File: config.mk
export PLATFORM = sky130hd
export DESIGN_NAME = spi_xform_slave
export DESIGN_NICKNAME = d
export VERILOG_FILES = /design/src/rtl/spi_xform_slave.sv
export SDC_FILE = /design/constraint.sdc
export NUM_CORES = 1
export LEC_CHECK = 0
export BUFFER_PORTS_ARGS = -buffer_cell sky130_fd_sc_hd__buf_2
export CAP_MARGIN = 20
export CORE_ASPECT_RATIO = 1.5
export CORE_MARGIN = 4
export CORE_UTILIZATION = 45
export DETAILED_ROUTE_END_ITERATION = 10
export PLACE_DENSITY = 0.62
export RECOVER_POWER = 25
export REMOVE_ABC_BUFFERS = 1
export SKIP_LAST_GASP = 1
export SLEW_MARGIN = 20
export SYNTH_ARGS = -nofsm -noshare
export SYNTH_HDL_FRONTEND = slang
export SYNTH_SLANG_ARGS = --single-unit
File: constraint.sdc
create_clock -name clock -period 2.21 [get_ports clock]
set_input_delay 0.5525 -clock clock [delete_from_list [all_inputs] [get_ports clock]]
set_output_delay 0.5525 -clock clock [all_outputs]
set_load 0.05 [all_outputs]
File: src/rtl/spi_xform_slave.sv
// SPI mode-0 slave: receives a WIDTH-bit frame on MOSI, returns a transformed
// copy on MISO in the same select window. All logic runs on the system clock.
module spi_xform_slave #(
  parameter int WIDTH       = 8,
  parameter int SYNC_STAGES = 2,
  parameter int CNT_W       = 8
) (
  input  logic             clock,
  input  logic             resetn,
  input  logic [1:0]       mode,
  input  logic             spi_sck,
  input  logic             spi_ss,
  input  logic             spi_mosi,
  output logic             spi_miso,
  output logic [WIDTH-1:0] rx_data,
  output logic             rx_valid,
  output logic [CNT_W-1:0] frame_cnt
);

  localparam int CW = (WIDTH > 2) ? $clog2(WIDTH) : 1;

  typedef enum logic [1:0] {IDLE, RX, TX} state_t;
  typedef enum logic [1:0] {XF_REV, XF_ECHO, XF_INV, XF_INC} xform_t;

  logic [SYNC_STAGES-1:0] sck_pipe;
  logic [SYNC_STAGES-1:0] ss_pipe;
  logic [SYNC_STAGES-1:0] mosi_pipe;
  logic                   sck_prev;

  logic                   sck_s;
  logic                   mosi_s;
  logic                   sel;
  logic                   rise;

  state_t                 state;
  logic [CW-1:0]          bit_cnt;
  logic [WIDTH-1:0]       rx_shift;
  logic [WIDTH-1:0]       tx_shift;
  logic [WIDTH-1:0]       rx_word;
  logic [WIDTH-1:0]       tx_word;

  function automatic logic [WIDTH-1:0] xform(input logic [WIDTH-1:0] r,
                                             input logic [1:0]       m);
    logic [WIDTH-1:0] t;
    t = r;
    case (xform_t'(m))
      XF_REV:  for (int i = 0; i < WIDTH; i++) t[i] = r[WIDTH-1-i];
      XF_ECHO: t = r;
      XF_INV:  t = ~r;
      XF_INC:  t = r + WIDTH'(1);
      default: t = r;
    endcase
    return t;
  endfunction

  // Select idles high so a reset never looks like a fresh chip-select.
  always_ff @(posedge clock or negedge resetn) begin
    if (!resetn) begin
      sck_pipe  <= '0;
      ss_pipe   <= '1;
      mosi_pipe <= '0;
      sck_prev  <= 1'b0;
    end else begin
      sck_pipe  <= {sck_pipe[SYNC_STAGES-2:0], spi_sck};
      ss_pipe   <= {ss_pipe[SYNC_STAGES-2:0], spi_ss};
      mosi_pipe <= {mosi_pipe[SYNC_STAGES-2:0], spi_mosi};
      sck_prev  <= sck_pipe[SYNC_STAGES-1];
    end
  end

  // MOSI is synchronised through the same depth as SCK, so it stays aligned
  // with the detected rising edge.
  assign sck_s   = sck_pipe[SYNC_STAGES-1];
  assign mosi_s  = mosi_pipe[SYNC_STAGES-1];
  assign sel     = ~ss_pipe[SYNC_STAGES-1];
  assign rise    = sck_s & ~sck_prev;
  assign rx_word = {rx_shift[WIDTH-2:0], mosi_s};
  assign tx_word = xform(rx_word, mode);

  // NOTE: every flop here updates with <= so all branches see pre-edge values.
  always_ff @(posedge clock or negedge resetn) begin
    if (!resetn) begin
      state     <= IDLE;
      bit_cnt   <= '0;
      rx_shift  <= '0;
      tx_shift  <= '0;
      spi_miso  <= 1'b1;
      rx_data   <= '0;
      rx_valid  <= 1'b0;
      frame_cnt <= '0;
    end else begin
      rx_valid <= 1'b0;
      if (!sel) begin
        // Deselect wins over a coincident sck edge and drops any partial frame.
        state    <= IDLE;
        bit_cnt  <= '0;
        rx_shift <= '0;
        tx_shift <= '0;
        spi_miso <= 1'b1;
      end else begin
        case (state)
          IDLE: begin
            state    <= RX;
            bit_cnt  <= '0;
            spi_miso <= 1'b0;
          end
          RX: begin
            spi_miso <= 1'b0;
            if (rise) begin
              rx_shift <= rx_word;
              bit_cnt  <= bit_cnt + CW'(1);
              if (bit_cnt == CW'(WIDTH-1)) begin
                rx_data   <= rx_word;
                rx_valid  <= 1'b1;
                frame_cnt <= frame_cnt + CNT_W'(1);
                tx_shift  <= tx_word;
                spi_miso  <= tx_word[WIDTH-1];
                bit_cnt   <= '0;
                state     <= TX;
              end
            end
          end
          TX: begin
            // Zeros shift in behind the word, so MISO reads 0 once it is out.
            if (rise) begin
              tx_shift <= {tx_shift[WIDTH-2:0], 1'b0};
              spi_miso <= tx_shift[WIDTH-2];
            end
          end
          default: state <= IDLE;
        endcase
      end
    end
  end

endmodule
==> metrics.txt <==
Initial Util between 40 and 50%; FP Rows 31; status completed; DR iter-0 viols 43; RSZ-0062 raised after global routing false; CTS max path bufs 2; PortBufs 24; category of the most critical setup path register to register; initial antenna violation count 0; Pwr Total 1.52 mW; setup TNS 0 ps; Boundary Pins 25; Clock Sink Count between 40 and 50; total global-route track usage between 10% and 20%; fin crit period 1980 ps; CTS tree yes; # DRC 0; largest net degree at the start of global routing 45; post-synthesis sequential area ratio a little under half; post-synthesis cell count between 200 and 250; dpl cells 290; vias in the first global route approximately 1700; worst hold path class input port to register; fraction of layout cells with a size suffix above 1 25.0%; Setup Buffers After CTS 0; Worst path slowest cell dfrtp_1; flops & latches, synth 44; CTS root buf clkbuf_8; Layout Utilization 51.2%; Die H 95.8 um; hpwl dp approximately 2900 um; cts bufs inserted 5; async set-reset flop share out of synthesis 100%; Worst setup EP type register; setup slack, reg-to-reg roughly 230 ps; core area 4890 um2; yosys warns 0; Cell variety after synth slightly below 50; worst path required time 2410 ps; crit start category register; Worst Path Buf+Inv 0; Fin. Hold Viols 0; Final Setup Violations 0; first-pass GRT wire length between 7000 and 8000 um; Static Leak between 1 and 1.5 nW; CP Cell Sequence ha_1 > ha_1 > mux2_2 > a21oi_4 > a21oi_1 > a221oi_1; final-stage net count 246; VDD IR max 0.000450 V; fin. max-slew vios 0; max-cap viol count 0; clock latency on the worst-skew pair 300 ps; Placer Congestion between 0.8 and 0.9; PwrDens about 600 nW/um2; fin crit share between 80% and 90%; Die Width about 67 um; DR WL/cell 14.2 um; Post-Layout Cell Count 298; maximum clock rate approximately 500 MHz; Crit Path Max Fanout 14; hold slack 348 ps; ANT cells 0; Post-Route WL ~4200 um; post-route ant nets 0; die area around 6400 um2; post-synthesis cell area between 2000 and 2500 um2; TritonRoute pass-1 iters 4; CTS H-tree lvls 2; number of flops mapped to enable cells by yosys 0; CP dominant cell by count ha_1; post-cts resize count 0; delay-heaviest family, CP compound AO/OA/AOI/OAI gates; Layout Skew 5.18 ps; Post-synth top flop dfrtp_1; synthesized area per cell about 11 um2; Arr. time, crit path 2180 ps; via count 1611; largest stage delay on the critical path slightly above 400 ps; Hold Buf Count CTS 0; total grt overflow 0; routed vias/inst around 5.4; Max-slew headroom a little under 30%; Worst Max-Slew Pin Slew roughly 1100 ps; synth-to-layout area growth 8.23%; clock-pin slew on the worst setup and hold paths about 80 ps
layout make-up:
class / instances / area (um2)
multi-input combinational: 143 / 1040
timing repair buffer: 27 / 140
sequential: 44 / 1100
clock inverter: 1 / 7.51
inverter: 10 / 37.5
clock buffer: 7 / 86.3
tap: 66 / 82.6
fill: 490 / 2390
cell usage in the layout (no fill, tap or decap), drive strengths merged, types with 3 or more instances in the layout:
cell	netlist	layout
o41ai	3	3
nor3	8	8
o21ai	4	4
dfstp	3	3
nor2	21	21
clkbuf	2	8
inv	10	10
dfrtp	41	41
nand4	4	4
mux2i	10	10
a211oi	4	4
a21oi	12	12
xnor2	5	5
nand2	14	14
mux2	12	12
buf	12	26
ha	8	8
nand3	4	4
power breakdown:
group / switching, mW / internal, mW / total, mW
sequential: 0.0236 / 0.830 / 0.854
clock: 0.272 / 0.254 / 0.526
combinational: 0.0893 / 0.0544 / 0.144
worst paths after layout:
path	from	end	cells past startpoint
setup / recovery	bit_cnt[0]	tx_shift[4]	6
hold / removal	spi_ss	ss_pipe[0]	1
setup reg to reg	bit_cnt[0]	tx_shift[4]	6
hold reg to reg	mosi_pipe[0]	mosi_pipe[1]	0
max in group asynchronous	resetn	rx_shift[3]	2
min in group asynchronous	resetn	tx_shift[1]	2
per-stage QoR:
stage / setup WS [ps] / area [um2]
2_1_floorplan: 279 / 2180
3_3_place_gp: 282 / 2410
3_5_place_dp: 233 / 2410
4_1_cts: 216 / 2500
5_1_grt: 47.0 / 2500
6_report: 227 / 2500
state kept, by name, indices dropped and copies added (netlist names):
signal,cells
bit_cnt,3
frame_cnt,8
mosi_pipe,2
rx_data,8
rx_shift,7
rx_valid,1
sck_pipe,2
sck_prev,1
spi_miso,1
ss_pipe,2
state,2
tx_shift,7
kinds of logic after synthesis:
kind of cell             count (synthesis)  share of synthesized area (%)
AND/OR/NAND/NOR                         63                           14.2
flip-flops                              44                           47.8
AO/OA/AOI/OAI                           43                           13.8
buffers and inverters                   24                           7.09
multiplexers                            22                           10.2
adder cells (fa/ha/maj)                  8                           4.33
XOR/XNOR                                 7                           2.65
layer usage:
layer | vias up | track usage [%] | part of all wire [%]
li1 | 796 | - | -
met2 | 28 | 25.3 | 51
met3 | 8 | 2.69 | 3.1
met4 | 0 | 7.97 | 2.1
met1 | 779 | 19.4 | 44
met5 | - | 0 | 0
synth_stat cells (3+ instances only):
| cell type | number | area (um2) |
|---|---|---|
| xnor2_1 | 5 | 43.8 |
| dfrtp_1 | 41 | 1030 |
| o21ai_0 | 4 | 20.0 |
| nor2_1 | 20 | 75.1 |
| o41ai_1 | 3 | 26.3 |
| nor3_1 | 8 | 40.0 |
| buf_6 | 7 | 78.8 |
| nand3_1 | 4 | 20.0 |
| mux2_2 | 12 | 135 |
| inv_1 | 10 | 37.5 |
| dfstp_2 | 3 | 78.8 |
| nand2_1 | 12 | 45.0 |
| a21oi_1 | 11 | 55.1 |
| a211oi_1 | 4 | 30.0 |
| nand4_1 | 4 | 25.0 |
| ha_1 | 8 | 100 |
| mux2i_1 | 10 | 100 |
Note: power is estimated with default switching activity, not from simulation.
